<file path="src/rtl/div_issue_queue.sv">
// Request FIFO and sequencer around an iterative go/done divider: issues one
// request at a time, resolves divide-by-zero locally and times out a hung core.
module div_issue_queue #(
  parameter int W       = 32,
  parameter int DEPTH   = 4,
  parameter int TAG_W   = 4,
  parameter int TIMEOUT = 64
) (
  input  logic             clk,
  input  logic             reset,
  input  logic             in_valid,
  output logic             in_ready,
  input  logic [W-1:0]     in_left,
  input  logic [W-1:0]     in_right,
  input  logic [TAG_W-1:0] in_tag,
  output logic             div_go,
  output logic [W-1:0]     div_left,
  output logic [W-1:0]     div_right,
  input  logic             div_done,
  input  logic [W-1:0]     div_quotient,
  input  logic [W-1:0]     div_remainder,
  output logic             out_valid,
  input  logic             out_ready,
  output logic [W-1:0]     out_quotient,
  output logic [W-1:0]     out_remainder,
  output logic [TAG_W-1:0] out_tag,
  output logic             out_dbz,
  output logic             out_err
);

  localparam int PTR_W = (DEPTH > 1) ? $clog2(DEPTH) : 1;
  localparam int CNT_W = $clog2(DEPTH + 1);
  localparam int WD_W  = $clog2(TIMEOUT + 1);
  localparam int ENT_W = TAG_W + 2 * W;

  typedef enum logic [1:0] {
    IDLE  = 2'd0,
    ISSUE = 2'd1,
    WAIT  = 2'd2,
    RESP  = 2'd3
  } state_t;

  state_t             state_r, state_s;
  logic [ENT_W-1:0]   fifo_mem_r [DEPTH];
  logic [PTR_W-1:0]   wr_ptr_r, rd_ptr_r;
  logic [CNT_W-1:0]   count_r, count_s;
  logic               in_ready_r;
  logic               push_s, pop_s;
  logic [ENT_W-1:0]   head_s;
  logic [W-1:0]       head_left_s, head_right_s;
  logic [TAG_W-1:0]   head_tag_s;
  logic [WD_W-1:0]    wd_r, wd_s;
  logic [W-1:0]       op_left_r, op_left_s, op_right_r, op_right_s;
  logic [TAG_W-1:0]   op_tag_r, op_tag_s;
  logic [W-1:0]       res_q_r, res_q_s, res_r_r, res_r_s;
  logic [TAG_W-1:0]   res_tag_r, res_tag_s;
  logic               res_dbz_r, res_dbz_s, res_err_r, res_err_s;
  logic               out_valid_r, out_valid_s;
  logic               div_go_r, div_go_s;

  assign push_s       = in_valid && in_ready_r;
  assign head_s       = fifo_mem_r[rd_ptr_r];
  assign head_left_s  = head_s[W-1:0];
  assign head_right_s = head_s[2*W-1:W];
  assign head_tag_s   = head_s[ENT_W-1:2*W];

  // Occupancy after this cycle's push/pop; in_ready is registered from it.
  always_comb begin
    count_s = count_r;
    case ({push_s, pop_s})
      2'b10:   count_s = count_r + CNT_W'(1);
      2'b01:   count_s = count_r - CNT_W'(1);
      default: count_s = count_r;
    endcase
  end

  // Sequencer next-state and next values for operand/result registers.
  always_comb begin
    state_s     = state_r;
    wd_s        = wd_r;
    op_left_s   = op_left_r;
    op_right_s  = op_right_r;
    op_tag_s    = op_tag_r;
    res_q_s     = res_q_r;
    res_r_s     = res_r_r;
    res_tag_s   = res_tag_r;
    res_dbz_s   = res_dbz_r;
    res_err_s   = res_err_r;
    out_valid_s = out_valid_r;
    div_go_s    = 1'b0;
    pop_s       = 1'b0;
    case (state_r)
      IDLE: begin
        if (count_r != CNT_W'(0)) begin
          pop_s = 1'b1;
          if (head_right_s == {W{1'b0}}) begin
            res_q_s     = {W{1'b1}};
            res_r_s     = head_left_s;
            res_tag_s   = head_tag_s;
            res_dbz_s   = 1'b1;
            res_err_s   = 1'b0;
            out_valid_s = 1'b1;
            state_s     = RESP;
          end else begin
            op_left_s  = head_left_s;
            op_right_s = head_right_s;
            op_tag_s   = head_tag_s;
            div_go_s   = 1'b1;
            state_s    = ISSUE;
          end
        end else begin
          state_s = IDLE;
        end
      end
      ISSUE: begin
        wd_s    = {WD_W{1'b0}};
        state_s = WAIT;
      end
      WAIT: begin
        if (div_done) begin
          res_q_s     = div_quotient;
          res_r_s     = div_remainder;
          res_tag_s   = op_tag_r;
          res_dbz_s   = 1'b0;
          res_err_s   = 1'b0;
          out_valid_s = 1'b1;
          state_s     = RESP;
        end else if (wd_r == WD_W'(TIMEOUT - 1)) begin
          // Hung core: report an error with zeroed data rather than stall forever.
          res_q_s     = {W{1'b0}};
          res_r_s     = {W{1'b0}};
          res_tag_s   = op_tag_r;
          res_dbz_s   = 1'b0;
          res_err_s   = 1'b1;
          out_valid_s = 1'b1;
          state_s     = RESP;
        end else begin
          wd_s = wd_r + WD_W'(1);
        end
      end
      RESP: begin
        if (out_ready) begin
          out_valid_s = 1'b0;
          state_s     = IDLE;
        end else begin
          out_valid_s = 1'b1;
        end
      end
      default: begin
        out_valid_s = 1'b0;
        state_s     = IDLE;
      end
    endcase
  end

  // Control, operand and result registers.
  always_ff @(posedge clk) begin
    if (reset) begin
      state_r     <= IDLE;
      wr_ptr_r    <= {PTR_W{1'b0}};
      rd_ptr_r    <= {PTR_W{1'b0}};
      count_r     <= {CNT_W{1'b0}};
      in_ready_r  <= 1'b1;
      wd_r        <= {WD_W{1'b0}};
      op_left_r   <= {W{1'b0}};
      op_right_r  <= {W{1'b0}};
      op_tag_r    <= {TAG_W{1'b0}};
      res_q_r     <= {W{1'b0}};
      res_r_r     <= {W{1'b0}};
      res_tag_r   <= {TAG_W{1'b0}};
      res_dbz_r   <= 1'b0;
      res_err_r   <= 1'b0;
      out_valid_r <= 1'b0;
      div_go_r    <= 1'b0;
    end else begin
      state_r     <= state_s;
      wr_ptr_r    <= push_s ? wr_ptr_r + PTR_W'(1) : wr_ptr_r;
      rd_ptr_r    <= pop_s ? rd_ptr_r + PTR_W'(1) : rd_ptr_r;
      count_r     <= count_s;
      in_ready_r  <= (count_s != CNT_W'(DEPTH));
      wd_r        <= wd_s;
      op_left_r   <= op_left_s;
      op_right_r  <= op_right_s;
      op_tag_r    <= op_tag_s;
      res_q_r     <= res_q_s;
      res_r_r     <= res_r_s;
      res_tag_r   <= res_tag_s;
      res_dbz_r   <= res_dbz_s;
      res_err_r   <= res_err_s;
      out_valid_r <= out_valid_s;
      div_go_r    <= div_go_s;
    end
  end

  // FIFO storage: {tag, right, left} per entry.
  always_ff @(posedge clk) begin
    if (reset) begin
      for (int i = 0; i < DEPTH; i++) begin
        fifo_mem_r[i] <= {ENT_W{1'b0}};
      end
    end else if (push_s) begin
      fifo_mem_r[wr_ptr_r] <= {in_tag, in_right, in_left};
    end else begin
      fifo_mem_r[wr_ptr_r] <= fifo_mem_r[wr_ptr_r];
    end
  end

  assign in_ready      = in_ready_r;
  assign div_go        = div_go_r;
  assign div_left      = op_left_r;
  assign div_right     = op_right_r;
  assign out_valid     = out_valid_r;
  assign out_quotient  = res_q_r;
  assign out_remainder = res_r_r;
  assign out_tag       = res_tag_r;
  assign out_dbz       = res_dbz_r;
  assign out_err       = res_err_r;

endmodule

</file>
<file path="config.mk">
export PLATFORM = sky130hd
export DESIGN_NAME = div_issue_queue
export DESIGN_NICKNAME = d
export VERILOG_FILES = /design/src/rtl/div_issue_queue.sv
export SDC_FILE = /design/constraint.sdc
export NUM_CORES = 1
export LEC_CHECK = 0
export BUFFER_PORTS_ARGS = -buffer_cell sky130_fd_sc_hd__buf_2
export CAP_MARGIN = 20
export CORE_AREA = 2 2 180 182
export DETAILED_ROUTE_END_ITERATION = 8
export DIE_AREA = 0 0 182 184
export GPL_TIMING_DRIVEN = 0
export PLACE_DENSITY = 0.93
export SLEW_MARGIN = 10
export SYNTH_ARGS = -nofsm -noshare
export SYNTH_HDL_FRONTEND = slang
export SYNTH_SLANG_ARGS = --single-unit
export TNS_END_PERCENT = 100
</file>
<file path="constraint.sdc">
create_clock -name clk -period 10.4 [get_ports clk]
set_clock_uncertainty 0.2 [all_clocks]
set_input_delay 0.52 -clock clk [delete_from_list [all_inputs] [get_ports clk]]
set_output_delay 0.52 -clock clk [all_outputs]
set_load 0.1 [all_outputs]
</file>
=== Word level (Yosys, flattened, before mapping) ===
Memories as Yosys holds them, arrays and structs flattened. A register that Yosys moved wholly into a read port is not among the register bits.
Index checks and enable logic that the tools add are counted.

* Output and inout bits: 137
* Logic and storage cells: 109
* Bits in registers: 157
* Input bits: 137
* Memory bits (writable): 272
* Memories: 1

{| class="wikitable"
|+ Memory list
! memory !! depth !! width !! read ports !! clocked after memory_dff !! wr ports !! RTL line !! text
|-
| fifo_mem_r || 4 || 68 || 1 || 1 || 4 || 44 || <nowiki>logic [ENT_W-1:0] fifo_mem_r [DEPTH];</nowiki>
|}

* Reductions and logical operators: 15
* Add/subtract/negate cells: 5
* Multiplexer cells: 54
* Bitwise operators: 4
* Equal/unequal tests: 14

{| class="wikitable"
|+ Operator list
! kind !! count
|-
| $mux 32 || 7
|-
| $mux 68 || 2
|-
| $pmux 32 s2 || 2
|-
| $reduce_or 68->1 || 1
|-
| $logic_not 32->1 || 1
|-
| $mux 1 || 22
|-
| $mux 2 || 8
|-
| $mux 4 || 4
|-
| $mux 7 || 2
|-
| $pmux 7 s2 || 1
|-
| $ne 2x2->1 const B || 5
|-
| $pmux 2 s4 || 1
|-
| $pmux 4 s2 || 1
|-
| $reduce_and 4->1 || 2
|-
| $add 7x1->7 const B || 1
|-
| $eq 7x6->1 const B || 1
|-
| $eq 2x2->1 const B || 3
|-
| $ne 3x3->1 const B || 2
|-
| $pmux 3 s2 || 1
|-
| $reduce_and 3->1 || 2
|-
| $reduce_bool 3->1 || 2
|-
| $add 2x1->2 const B || 2
|-
| $eq 2x1->1 const B || 2
|-
| $pmux 1 s2 || 2
|-
| 11 further kinds || 15
|}

=== Logic depth before layout (Yosys ltp) ===
* Depth after elaboration: 8
* Mapped depth: 12
* Depth with buffers taken out: 11

=== Worst setup path before layout ===
No wires, ideal clock.

* Kind: register to register
* Start point: register in_ready_r (netlist: in_ready)
* End point: memory fifo_mem_r[1][0] (netlist name), enable pin
* Path buffers: 0
* Data required time: 9.692 ns
* Slack: 5.160 ns
* Data arrival time: 4.532 ns
* Setup time: 0.508 ns
* Stages on the path, launching flop included: 3
* Cells stage by stage: dfxtp_1 > nand2_1 > o21bai_1

{| class="wikitable"
|+ RTL lines
! element !! RTL line !! text
|-
| start: declaration || 47 || <nowiki>logic in_ready_r;</nowiki>
|-
| start signal: assignment || 180 || <nowiki>in_ready_r <= (count_s != CNT_W'(DEPTH));</nowiki>
|-
| end: declaration || 44 ||
|}

==> metrics.txt <==
actual slew at the worst max-slew pin=0.980 ns; Layout area overhead=19.1%; Synth Area in Simple Gates=0.134; Mapped Area=around 19000 um^2; Final setup viols=0; status=finished clean; Die Footprint=33500 um^2; Clock Tree Root=clkbuf_16; Slew Limit Fails=0; crit path capture type=register; PD cells=277 nW/um^2; fmax=around 190 MHz; I/O Buffers=273; Die Span Y=184 um; WHS Path Cells=3; Maximum Capacitance Violations=0; Synth Warn #=0; pin count of the biggest net entering global routing=between 50 and 60; post-DP HPWL=42.1 mm; Synth Area in Adders=0.00572; Area contributors post-synth=edfxtp_1 43%, dfxtp_1 17%, mux4_2 8.1%, nand2_1 3.7%, and2_1 3.4%; count of cell types in the netlist=between 40 and 50; Synth area leader=edfxtp_1; fraction of synthesized area in multiplexers=0.0837; initial antenna violation count=9; Syn Area/Cell=11.4 um^2; Post-Route WL=roughly 63 mm; # DRC=0; gpl congestion=1.00; Iter 0 DRT Violations=2708; asr flop ratio synth=0; slowest stage delay, CP=0.86 ns; leakage=8.82 nW; TritonCTS Buffers=43; number of global-route vias before repair=16200; crit-path max FO=10; Worst Min Path Start=div_remainder[15]; worst hold slack=roughly 0.057 ns; post-placement cell count=2340; Post-synth EDFFs=272; HP Class=primary input to register; Layout Cells excl Fill=2426; WHS Endpoint=out_remainder[15]; io pins=roughly 270; RSZ-0062 raised after global routing=no; XOR/XNOR Fraction of Synth Area=0.00466; H-tree depth=2; Setup Fix Bufs, Post-CTS=0; CTS Hold Bufs=0; Syn Inst Count=between 1500 and 2000; Max clock buf depth=3; Final TNS setup=0 ns; CP cell instances=clkbuf_1, buf_1, mux4_2, nor4_1, nand2_1, nor4_4, buf_2, clkbuf_1, o21ai_0, a21oi_1; vias per cell=~6.8; area fraction of the dominant cell type after synthesis=0.435; CP required=10.66 ns; first-pass iteration count of the detailed router=7; share of cells above drive strength 1=0.215; reg2reg setup slack=5.04 ns; R2R cell count=10; core footprint=approximately 31000 um^2; wire per inst=26.1 um; final critical-path share of the clock period=0.515; Compound-Gate Fraction of Synth Area=0.123; Net Count, Synth=1801; post-layout min period=5.36 ns; Critical Path Most Common Cell=clkbuf_1; final hold violation count=0; Row Count=65; sequential element share of the synthesized area=0.604; Clock Sinks=431; fin nets=2128; WP data arrival=5.62 ns; die width=between 150 and 200 um; first-pass GRT wire length=93.8 mm; CP max stage cell=nor4_1; Routed Antenna Nets=0; Crit Path Class=register to register; Synth Flop Type=edfxtp_1; reg-to-reg endpoint=div_right[1]; CTS tree=yes; Overflow after GRT=0; Slew Limit Headroom=0.341; worst setup margin=5.04 ns; worst slack at placement=5.81 ns; critical path launch point type=register; Starting Density=0.599; synthesis-stage register bit count=roughly 430; Post-synth top cells=272 x edfxtp_1, 184 x nand2_1, 159 x dfxtp_1; main combinational cell family by area after synthesis=simple AND/OR/NAND/NOR gates; cts repair resizes=0; most common cell in the synthesized netlist=edfxtp_1; worst IR drop on VDD=0.000181 V; Clock transition at path regs=0.06 ns; Vias=16500; Clk Latency, worst-skew pair=0.56 ns; Total Routing Usage GR=0.370
==> power by group <==
part           internal, mW  leakage (nW)  total, mW  switching, mW
logic                 0.589          3.98       2.38           1.79
clock network         0.936         0.710       1.62          0.680
registers              2.08          4.12       2.21          0.125
total                  3.61          8.82       6.20           2.59
==> per-stage QoR <==
stage,area (um^2),util,power [mW]
final,22400,0.713,6.20
after global routing,22400,0.713,6.34
after CTS,22400,0.712,6.09
after detailed placement,20900,0.666,4.48
after global placement,20700,0.658,4.37
after floorplan,18800,-,3.87
==> worst max-delay path, delay by kind of cell (launching register included) <==
kind                   cells  cell delay, ns
buffers and inverters      4            1.86
multiplexers               1            0.48
AO/OA/AOI/OAI              2            0.49
flip-flops                 1            0.32
AND/OR/NAND/NOR            3            1.92
==> worst max-delay path by stage <==
stage                      from                end  cells after the start
floorplan              in_ready   fifo_mem_r[1][0]                      2
global placement    wr_ptr_r[0]  fifo_mem_r[1][40]                      4
detailed placement     register      div_right[29]                     10
CTS                    register       div_right[1]                     10
global route           register       div_right[1]                     10
finish                 register       div_right[1]                     10
==> state kept, by name, indices dropped and copies added (netlist names), 2 cells and up, named ones only <==
register	count
wd_r	7
fifo_mem_r	272
rd_ptr_r	2
out_remainder	32
count_r	3
state_r	2
div_left	32
div_right	32
wr_ptr_r	2
out_quotient	32
out_tag	4
op_tag_r	4
==> layer usage <==
layer	GRT usage	share of wire	up-vias	wire, um
met5	0	0.00069	-	44
met4	0.204	0.062	6	3950
met3	0.108	0.14	356	8980
met2	0.609	0.47	1638	29900
met1	0.440	0.32	7786	20400
li1	-	-	6714	-
==> layout make-up <==
cell class,instances,area [um^2]
flip-flops and latches,431,11400
fillers,1920,9010
multi-input cells,1001,6620
repair buffers,282,1580
clock buffers,50,1130
plain buffers,146,568
well taps,402,503
clock inverters,29,315
inverters,78,293
diodes,7,17.5
==> placed cells by master (no fill, tap or decap), types with 10 or more instances in the layout <==
master     instances
a311oi_1          34
mux4_2            68
dfxtp_1          159
nor4_1            10
clkbuf_1         115
and2_1           102
o22ai_1           32
edfxtp_1         272
nor2_1           157
buf_1             27
o21ai_0           74
clkbuf_16         44
inv_1             77
nand3_1           71
a21oi_1          106
nand2_1          184
a211oi_1          70
a221oi_1          32
buf_2            281
==> cell families (layout without fill, tap and decap cells) <==
family | count (synthesis) | after routing
other | 0 | 7
XOR/XNOR | 10 | 10
buffers and inverters | 224 | 585
multiplexers | 72 | 72
AND/OR/NAND/NOR | 550 | 550
AO/OA/AOI/OAI | 361 | 361
adder cells (fa/ha/maj) | 8 | 8
flip-flops | 431 | 431
Power figures use the tool's default switching activity.
